`src/rtl/multicycle_pkg.sv`:
```
// Shared encodings and types for the multi-cycle core: opcodes, R-type funcs,
// ALU operations, FSM states and the instruction word layout.
package multicycle_pkg;

  localparam logic [5:0] OP_RTYPE = 6'h00;
  localparam logic [5:0] OP_ADDI  = 6'h08;
  localparam logic [5:0] OP_BEQ   = 6'h04;
  localparam logic [5:0] OP_HALT  = 6'h3F;

  localparam logic [5:0] FN_ADD  = 6'h20;
  localparam logic [5:0] FN_SUB  = 6'h22;
  localparam logic [5:0] FN_AND  = 6'h24;
  localparam logic [5:0] FN_OR   = 6'h25;
  localparam logic [5:0] FN_XOR  = 6'h26;
  localparam logic [5:0] FN_NOR  = 6'h27;
  localparam logic [5:0] FN_SLT  = 6'h2A;
  localparam logic [5:0] FN_SLLV = 6'h04;

  typedef enum logic [2:0] {
    ALU_ADD, ALU_SUB, ALU_AND, ALU_OR, ALU_XOR, ALU_NOR, ALU_SLT, ALU_SLL
  } alu_op_t;

  typedef enum logic [2:0] {
    FETCH, DECODE, EXEC, WB, HALT
  } state_t;

  // I-type imm16 occupies {func, rsvd, rd}
  typedef struct packed {
    logic [5:0] func;
    logic [4:0] rsvd;
    logic [4:0] rd;
    logic [4:0] rt;
    logic [4:0] rs;
    logic [5:0] op;
  } instr_t;

endpackage

```
`src/rtl/multicycle_core_alu.sv`:
```
// Combinational ALU for the multi-cycle core.
module core_alu
  import multicycle_pkg::*;
#(
  parameter int unsigned DATA_W = 32
) (
  input  logic [DATA_W-1:0] a,
  input  logic [DATA_W-1:0] b,
  input  alu_op_t           op,
  output logic [DATA_W-1:0] y_c
);

  localparam int unsigned SH_W = $clog2(DATA_W);

  always_comb begin
    y_c = '0;
    case (op)
      ALU_ADD: y_c = a + b;
      ALU_SUB: y_c = a - b;
      ALU_AND: y_c = a & b;
      ALU_OR:  y_c = a | b;
      ALU_XOR: y_c = a ^ b;
      ALU_NOR: y_c = ~(a | b);
      ALU_SLT: y_c = DATA_W'($signed(a) < $signed(b));
      ALU_SLL: y_c = a << b[SH_W-1:0];
      default: y_c = '0;
    endcase
  end

endmodule

```
`src/rtl/multicycle_core.sv`:
```
// Multi-cycle CPU core: FETCH/DECODE/EXEC/WB over a req/ack instruction memory,
// with internal register file, PC, and a retire observation port.
module multicycle_core
  import multicycle_pkg::*;
#(
  parameter int unsigned DATA_W   = 32,
  parameter int unsigned PC_W     = 8,
  parameter int unsigned NREG     = 32,
  parameter int unsigned RESET_PC = 0
) (
  input  logic              CLK,
  input  logic              RST,
  output logic              imem_req,
  output logic [PC_W-1:0]   imem_addr,
  input  logic              imem_ack,
  input  logic [31:0]       imem_rdata,
  output logic              retire,
  output logic [PC_W-1:0]   retire_pc,
  output logic              retire_we,
  output logic [4:0]        retire_rd,
  output logic [DATA_W-1:0] retire_data,
  output logic              illegal,
  output logic              halted
);

  localparam int unsigned RIDX_W = (NREG > 1) ? $clog2(NREG) : 1;

  state_t              state_q, state_d;
  instr_t              ir_q;
  logic [PC_W-1:0]     pc_q;
  logic [DATA_W-1:0]   regs_q [NREG];
  logic [DATA_W-1:0]   a_q, b_q, res_q;
  logic                taken_q;

  logic [5:0]          op_c;
  logic [15:0]         imm_c;
  logic [DATA_W-1:0]   imm_ext_c;
  alu_op_t             alu_op_c;
  logic                legal_c, writes_c, use_imm_c, is_beq_c, we_c;
  logic [4:0]          dest_c;
  logic [RIDX_W-1:0]   dest_idx_c, rs_idx_c, rt_idx_c;
  logic [DATA_W-1:0]   alu_b_c, alu_y_c;
  logic [PC_W-1:0]     pc_inc_c, pc_br_c;

  // Instruction decode from the IR
  always_comb begin
    op_c      = ir_q.op;
    imm_c     = {ir_q.func, ir_q.rsvd, ir_q.rd};
    imm_ext_c = DATA_W'($signed(imm_c));
    alu_op_c  = ALU_ADD;
    legal_c   = 1'b0;
    writes_c  = 1'b0;
    use_imm_c = 1'b0;
    is_beq_c  = 1'b0;
    dest_c    = ir_q.rd;
    case (op_c)
      OP_RTYPE: begin
        legal_c  = 1'b1;
        writes_c = 1'b1;
        case (ir_q.func)
          FN_ADD:  alu_op_c = ALU_ADD;
          FN_SUB:  alu_op_c = ALU_SUB;
          FN_AND:  alu_op_c = ALU_AND;
          FN_OR:   alu_op_c = ALU_OR;
          FN_XOR:  alu_op_c = ALU_XOR;
          FN_NOR:  alu_op_c = ALU_NOR;
          FN_SLT:  alu_op_c = ALU_SLT;
          FN_SLLV: alu_op_c = ALU_SLL;
          default: begin
            legal_c  = 1'b0;
            writes_c = 1'b0;
          end
        endcase
      end
      OP_ADDI: begin
        legal_c   = 1'b1;
        writes_c  = 1'b1;
        use_imm_c = 1'b1;
        dest_c    = ir_q.rt;
      end
      OP_BEQ: begin
        legal_c  = 1'b1;
        is_beq_c = 1'b1;
      end
      OP_HALT: legal_c = 1'b1;
      default: legal_c = 1'b0;
    endcase
    rs_idx_c   = ir_q.rs[RIDX_W-1:0];
    rt_idx_c   = ir_q.rt[RIDX_W-1:0];
    dest_idx_c = dest_c[RIDX_W-1:0];
    we_c       = writes_c && (dest_idx_c != '0);
    alu_b_c    = use_imm_c ? imm_ext_c : b_q;
    pc_inc_c   = pc_q + PC_W'(4);
    pc_br_c    = pc_inc_c + PC_W'({{14{imm_c[15]}}, imm_c, 2'b00});
  end

  core_alu #(.DATA_W(DATA_W)) u_alu (
    .a   (a_q),
    .b   (alu_b_c),
    .op  (alu_op_c),
    .y_c (alu_y_c)
  );

  always_ff @(posedge CLK or posedge RST) begin
    if (RST) state_q <= FETCH;
    else     state_q <= state_d;
  end

  always_comb begin
    state_d = state_q;
    case (state_q)
      FETCH:   if (imem_ack) state_d = DECODE;
      DECODE:  state_d = (op_c == OP_HALT) ? HALT : EXEC;
      EXEC:    state_d = WB;
      WB:      state_d = FETCH;
      HALT:    state_d = HALT;
      default: state_d = FETCH;
    endcase
  end

  // Moore outputs; HALT retires from DECODE since it never reaches WB
  always_comb begin
    imem_req    = 1'b0;
    imem_addr   = pc_q;
    retire      = 1'b0;
    retire_pc   = '0;
    retire_we   = 1'b0;
    retire_rd   = '0;
    retire_data = '0;
    illegal     = 1'b0;
    halted      = 1'b0;
    case (state_q)
      FETCH:  imem_req = !RST;
      DECODE: begin
        if (op_c == OP_HALT) begin
          retire    = 1'b1;
          retire_pc = pc_q;
        end
      end
      WB: begin
        retire      = 1'b1;
        retire_pc   = pc_q;
        retire_we   = we_c;
        retire_rd   = we_c ? dest_c : 5'd0;
        retire_data = we_c ? res_q : '0;
        illegal     = !legal_c;
      end
      HALT:    halted = 1'b1;
      default: ;
    endcase
  end

  always_ff @(posedge CLK or posedge RST) begin
    if (RST) begin
      pc_q    <= PC_W'(RESET_PC);
      ir_q    <= '0;
      a_q     <= '0;
      b_q     <= '0;
      res_q   <= '0;
      taken_q <= 1'b0;
      for (int unsigned i = 0; i < NREG; i++) regs_q[i] <= '0;
    end else begin
      case (state_q)
        FETCH: if (imem_ack) ir_q <= instr_t'(imem_rdata);
        DECODE: begin
          a_q <= regs_q[rs_idx_c];
          b_q <= regs_q[rt_idx_c];
        end
        EXEC: begin
          res_q   <= alu_y_c;
          taken_q <= (a_q == b_q);
        end
        WB: begin
          pc_q <= (is_beq_c && taken_q) ? pc_br_c : pc_inc_c;
          if (we_c) regs_q[dest_idx_c] <= res_q;
        end
        default: ;
      endcase
    end
  end

endmodule

```
`config.mk`:
```
export PLATFORM = sky130hd
export DESIGN_NAME = multicycle_core
export DESIGN_NICKNAME = d
export VERILOG_FILES = /design/src/rtl/multicycle_pkg.sv /design/src/rtl/multicycle_core_alu.sv /design/src/rtl/multicycle_core.sv
export SDC_FILE = /design/constraint.sdc
export NUM_CORES = 2
export LEC_CHECK = 0
export ABC_AREA = 1
export CELL_PAD_IN_SITES_DETAIL_PLACEMENT = 1
export CELL_PAD_IN_SITES_GLOBAL_PLACEMENT = 1
export CORE_ASPECT_RATIO = 0.9
export CORE_MARGIN = 1
export CORE_UTILIZATION = 40
export DETAILED_ROUTE_END_ITERATION = 12
export PLACE_DENSITY_LB_ADDON = 0.1
export SYNTH_ARGS = -nofsm -noshare
export SYNTH_HDL_FRONTEND = slang
export SYNTH_HIERARCHICAL = 1
export SYNTH_SLANG_ARGS = --single-unit
```
`constraint.sdc`:
```
create_clock -name CLK -period 33.5 [get_ports CLK]
set_clock_uncertainty 0.1 [all_clocks]
set_input_delay 3.35 -clock CLK [delete_from_list [all_inputs] [get_ports CLK]]
set_output_delay 3.35 -clock CLK [all_outputs]
set_load 0.03 [all_outputs]
```
## After elaboration in Yosys (flattened, before gate mapping)

Index checks and enable logic that the tools add are counted.

| cells by class | value |
|---|---|
| reductions and logical operators | 13 |
| shifts and indexed selects | 1 |
| $add $sub $neg | 4 |
| bitwise operators | 7 |
| order comparisons | 5 |
| eq/ne operators | 24 |
| mux-type cells | 35 |

Operators with widths:

| cell | count |
|---|---|
| 1024-bit bitwise mux | 1 |
| 32-bit binary-select mux with 5-bit select | 2 |
| 32-bit 2-to-1 mux | 8 |
| 32-bit case mux with 8 select lines | 1 |
| 32-bit demux with 5-bit select | 1 |
| 6-bit equality test (second input constant) | 8 |
| 32-bit adder | 1 |
| 32-bit AND | 1 |
| 32-bit equality test | 1 |
| 32-bit less-than comparator | 1 |
| 32-bit inverter | 1 |
| 32-bit OR | 1 |
| 32-bit by 5-bit left shift with 32-bit output | 1 |
| 32-bit subtractor | 1 |
| 32-bit bitwise XOR | 1 |
| 3-bit case mux with 7 select lines | 1 |
| 6-bit >= comparator (second input constant) | 3 |
| 5-bit inverter with 6-bit output | 3 |
| 8-bit 2-to-1 mux | 2 |
| 8-bit case mux with 2 select lines | 1 |
| 3-bit equality test (second input constant) | 5 |
| 5-bit 2-to-1 mux | 3 |
| 3-bit by 2-bit equality test with 1-bit output (second input constant) | 4 |
| 6-bit by 3-bit equality test with 1-bit output (second input constant) | 2 |
| 18 further kinds | 35 |

| storage, ports and cells | value |
|---|---|
| flip-flop bits (word level) | 1164 |
| output and inout port bits | 58 |
| logic and storage cells | 133 |
| bits of input ports | 35 |

## Longest topological paths before layout

| logic depth | value |
|---|---|
| word-level depth | 8 |
| gate-level depth with buffers | 25 |
| mapped depth without buffers | 22 |

## Modules after synthesis

The synthesis kept the hierarchy.

By module, submodules not included:

| module | area an instance (um^2) | instances | sequential area each (um^2) | cells each |
|---|---|---|---|---|
| multicycle_core | 67999.0 | 1 | 29077.9 | 10062 |
| core_alu | 7798.7 | 1 | 0.0 | 1560 |

## Worst setup path before layout

Ideal clock, no wire load.

| timing path | value |
|---|---|
| path kind | input-to-output |
| start | input RST |
| end | output imem_req |
| path slack | 26019 ps |
| data arrival time | 4031 ps |
| cell stages on the path | 1 |
| cells stage by stage | nor3_1 |

| on the way | value |
|---|---|
| longest elaborated chain between the ends | 2 |

RTL lines:

| element | line | RTL |
|---|---|---|
| from (decl) | multicycle_core.sv:12 | `input logic RST,` |
| 1-bit logical NOT (no line) | - |  |
| 1-bit 2-to-1 mux | multicycle_core.sv:132 | `case (state_q)` |
| to (decl) | multicycle_core.sv:13 | `output logic imem_req,` |

No other way between the ends.

## Worst setup path in the final report

| timing path | value |
|---|---|
| start | register ir_q, in the netlist op_c[5] |
| end | output retire_data[21] |

| on the way | value |
|---|---|
| longest elaborated chain between the ends | 6 |
| elaborated cells on any way between the ends | 8 |

RTL lines:

| element | line | RTL |
|---|---|---|
| from (decl) | multicycle_core.sv:29 | `instr_t ir_q;` |
| from (signal assigned) | multicycle_core.sv:164 | `FETCH: if (imem_ack) ir_q <= instr_t'(imem_rdata);` |
| 6-bit by 4-bit equality test with 1-bit output | multicycle_core.sv:56 | `case (op_c)` |
| 5-bit 2-to-1 mux | multicycle_core.sv:56 |  |
| 5-bit nonzero test | multicycle_core.sv:91 | `we_c = writes_c && (dest_idx_c != '0);` |
| 1-bit logical AND * | multicycle_core.sv:91 |  |
| 32-bit 2-to-1 mux * | multicycle_core.sv:145 | `retire_data = we_c ? res_q : '0;` |
| 32-bit 2-to-1 mux * | multicycle_core.sv:132 |  |
| to (decl) | multicycle_core.sv:21 | `output logic [DATA_W-1:0] retire_data,` |

Mark *: on every way between the ends. The rest lies on a longest branch, timed or not.

==> reports/results.txt <==
Summed over all cells, the static leakage comes to 41.44 nW. The proportion of register bits with asynchronous set or reset after synthesis is 1.000. The multi-input combinational cells in the finished layout cover a total of 40490 µm². The cell depth of the worst flop-to-flop path is 15. For the count of mapped cells out of synthesis, the log shows 11.62k. Highest net fanout along the worst path: 79.

For the hold violation total from the final report, the log shows 0. End of the worst register-to-register path: regs_q[422]$_DFFE_PP0P_. The hold path depth is 0, and the total routing resource utilization after global routing is 0.4025. Setup slack on the worst reg-to-reg path comes out at 27.66 ns. Counting flops with a built-in enable in the synthesized netlist gives 0. Registers take 29110 µm². The clock edge transition at the registers on the reported setup and hold paths works out to 0.07 ns. The post-route clock period utilization was 0.2678; the number of optimization iterations in the first detailed-route pass was 6. On the final layout, the worst hold slack is 0.3002 ns. The die covers 191200 µm². The kind of start point of the critical path was a register. After detailed routing, the number of remaining DRC violations is 0. The number of DRC markers in iteration 0 was 9955. The run finished with clean final reports. Once placement completed, the tool counted placed cells totaling 13.41k. In this run the clock root is driven by a clkbuf_16. Excluding fillers, the count of instances in the completed layout stands at 13.67k.

The count of pins over their slew limit came out at 0. For the worst setup path, the data arrival time is 5.52 ns. Proportion of netlist area held by the largest area contributor: 0.3836.

The synthesis-to-finish area growth was 8.367%. The clock period minus worst slack is 8.971 ns. The end of the worst hold path is regs_q[1007]$_DFFE_PP0P_.

In the layout the commonest cells are 4787 x nand2_1, 1507 x nand3_1, 1153 x dfrtp_1, 797 x nand4_1, 563 x inv_1. In the synthesized netlist the dominant register cell turns out to be dfrtp_1. The H-tree generated during clock tree synthesis spans 4 levels.

At the later pin of the worst-skew pair, clock insertion delay measures 0.84 ns. The relative slew slack was 0.1440; the core box area was 188200 µm². Initial antenna violation count: 12.

The run gives 7.565 mW as the overall power of the completed layout. The synthesized netlist occupies a cell area of 75800 µm². The routed wirelength normalized by instance count was 28.62 µm; the weighted congestion reported at the end of routability-driven placement was 0.9650.

The worst setup path is captured at a primary output. The number of top-level design ports is 93. The vertical die dimension is 415.0 µm, and the max-capacitance violation count is 0. The post-synthesis area per instance works out to 6.522 µm². For the starting density of the core, the log shows 0.4028. The final net count came out at 11.18k. The critical path start-end classification is register to primary output.

The via count of the first global-routing pass is 83.86k. The count of buffers added on input and output ports is 88. The tools report the sequential area share after synthesis as 0.3836. Setup violations remaining at the end of the flow were counted as 0.

The detailed placement HPWL is 238700 µm, and the maximum root-to-sink buffer count is 3. The worst-margin pin slew was 1.284 ns. The die is 460.9 µm wide.

Startpoint of the tightest hold check path: regs_q[1007]$_DFFE_PP0P_. Summing over every cut layer, the via total after detailed routing is 84.67k. The achievable frequency is 111.5 MHz. Sorting the synthesized cells by area gives the leading types as dfrtp_1 38%, nand2_1 24%, nand3_1 10%. For the worst setup path, the data required time is 30.05 ns.

The TritonCTS sink count came out at 1162. The wire length of the first global-routing pass was 575300 µm. After routing, the total negative slack on setup checks comes to 0 ns. The fill cell total of the finished layout came out at 24.34k.

Summed over all layers, the routed wires come to 391100 µm. The number of synthesized register bits was 1162. The count of nets left with antenna violations once routing finished came out at 0. After clock tree synthesis, the flow added hold-fix buffers numbering 0. Entering global routing, the biggest net connects 207 pins. TritonCTS built the clock tree. The netlist uses 55 different library cells. The total power per unit cell area is 92.10 nW/µm². The total number of yosys warnings is 6. In this run, post-CTS repair resized a total of 0 instances. Post-CTS timing repair inserted 0 buffers for setup.

The biggest area contributor in the post-synthesis netlist is dfrtp_1. In this run the critical register-to-register path is launched from op_c[5]$_DFFE_PP0P_. The tools report the summed area of non-filler cells in the final layout as 82140 µm². Setup repair after global routing left no endpoint under its margin. The via-per-instance ratio works out to 6.196. The logs give 151 for the row count and 0 for the total global routing overflow. The placed cell area was 77640 µm²; the fraction of final layout cells with drive strength greater than 1 was 0.05001. The tightest min-delay check is of the register to register type.

IR analysis of the VDD net gives a maximum drop of 0.00008354 V. The library cell used most frequently in the layout, excluding fill and tap cells, is nand2_1. The number of buffers created by CTS was 143.
-- report_power, final --
group | leakage, nW | switching [mW] | internal [mW]
sequential | 16.0 | 0.198 | 1.51
combinational | 23.2 | 3.41 | 0.904
clock | 2.20 | 0.676 | 0.871
-- how the worst max path moves through the flow --
stage                   startpoint                  to  slack [ns]  depth (start not counted)
2_1_floorplan                  RST  a_q[0]$_DFFE_PP0P_       14.01                          1
3_3_place_gp   op_c[5]$_DFFE_PP0P_        retire_rd[4]       25.05                         12
3_5_place_dp   op_c[5]$_DFFE_PP0P_     retire_data[21]       24.84                         12
4_1_cts        op_c[5]$_DFFE_PP0P_     retire_data[21]       23.94                         12
5_1_grt        op_c[5]$_DFFE_PP0P_     retire_data[15]       24.27                         13
6_report       op_c[5]$_DFFE_PP0P_     retire_data[21]       24.53                         13
-- critical path, stage by stage, from the launching register on --
cell and delay, ns:
dfrtp_1 0.41, nor2_2 0.25, nand3_2 0.43, buf_4 0.42, nand2_1 0.11, nand2_1 0.31, nand2_1 0.27, nor2_4 0.04
buf_4 0.29, nand2_8 0.47, nand2_1 0.48, buf_16 0.31, nor2_1 0.16, clkdlybuf4s50_1 0.70
-- kinds of logic (layout without fill, tap and decap cells) --
logic type,count (synthesis),count (layout),synth area share
and+or+nand+nor,7652,7652,0.4344
DFF,1162,1162,0.3836
xor gates and xnor gates,40,40,0.004622
buffers and inverters,1627,1140,0.08599
muxes,9,9,0.001337
other,1,8,0.00004947
adders and majority gates,106,106,0.01779
AOI/OAI and AO/OA,1025,1025,0.07215
-- metal layers --
layer / up-vias / share of wire / track usage
met4: 16 / 0.050 / 0.1898
met3: 919 / 0.093 / 0.07780
met5: - / 0.00029 / 0
met1: 42690 / 0.43 / 0.5614
met2: 4250 / 0.43 / 0.5961
li1: 36800 / - / -
-- cell usage after synthesis (all sizes together) (3+ instances only) --
cell type and instances:
o21ai 542, xnor2 17, clkinv 6, and3 3
xor2 23, nand4 797, buf 332, o2111ai 5
fa 3, ha 103, o21bai 14, mux2 9
nand2 4794, or2 9, o211ai 23, nor3 23
nand3 1535, o22ai 78, inv 587, a22oi 3
a21oi 336, nor4 3, nor2 481, a221oi 13
nand3b 4, a211oi 3, clkbuf 702, dfrtp 1162
-- sequential cells by signal (all words and copies together) (netlist names), 6 cells and up --
register / cells
imem_addr: 6
res_q: 32
b_q: 32
op_c: 6
a_q: 32
regs_q: 1024
imm_c: 16
-- per-stage QoR --
step,setup WS (ns),util
after floorplan,14.01,-
after global placement,25.05,0.4126
after detailed placement,24.84,0.4126
after CTS,23.94,0.4363
after global routing,24.27,0.4365
final,24.53,0.4365
-- layout make-up --
class / instances / share of cell area
Clock buffer: 212 / 0.05042
Antenna cell: 4 / 0.0001219
Multi-Input combinational cell: 8836 / 0.4929
Sequential cell: 1162 / 0.3544
Inverter: 593 / 0.02766
Tap cell: 2524 / 0.03845
Clock inverter: 35 / 0.003915
Timing Repair Buffer: 300 / 0.03217
Power figures use the tool's default switching activity.
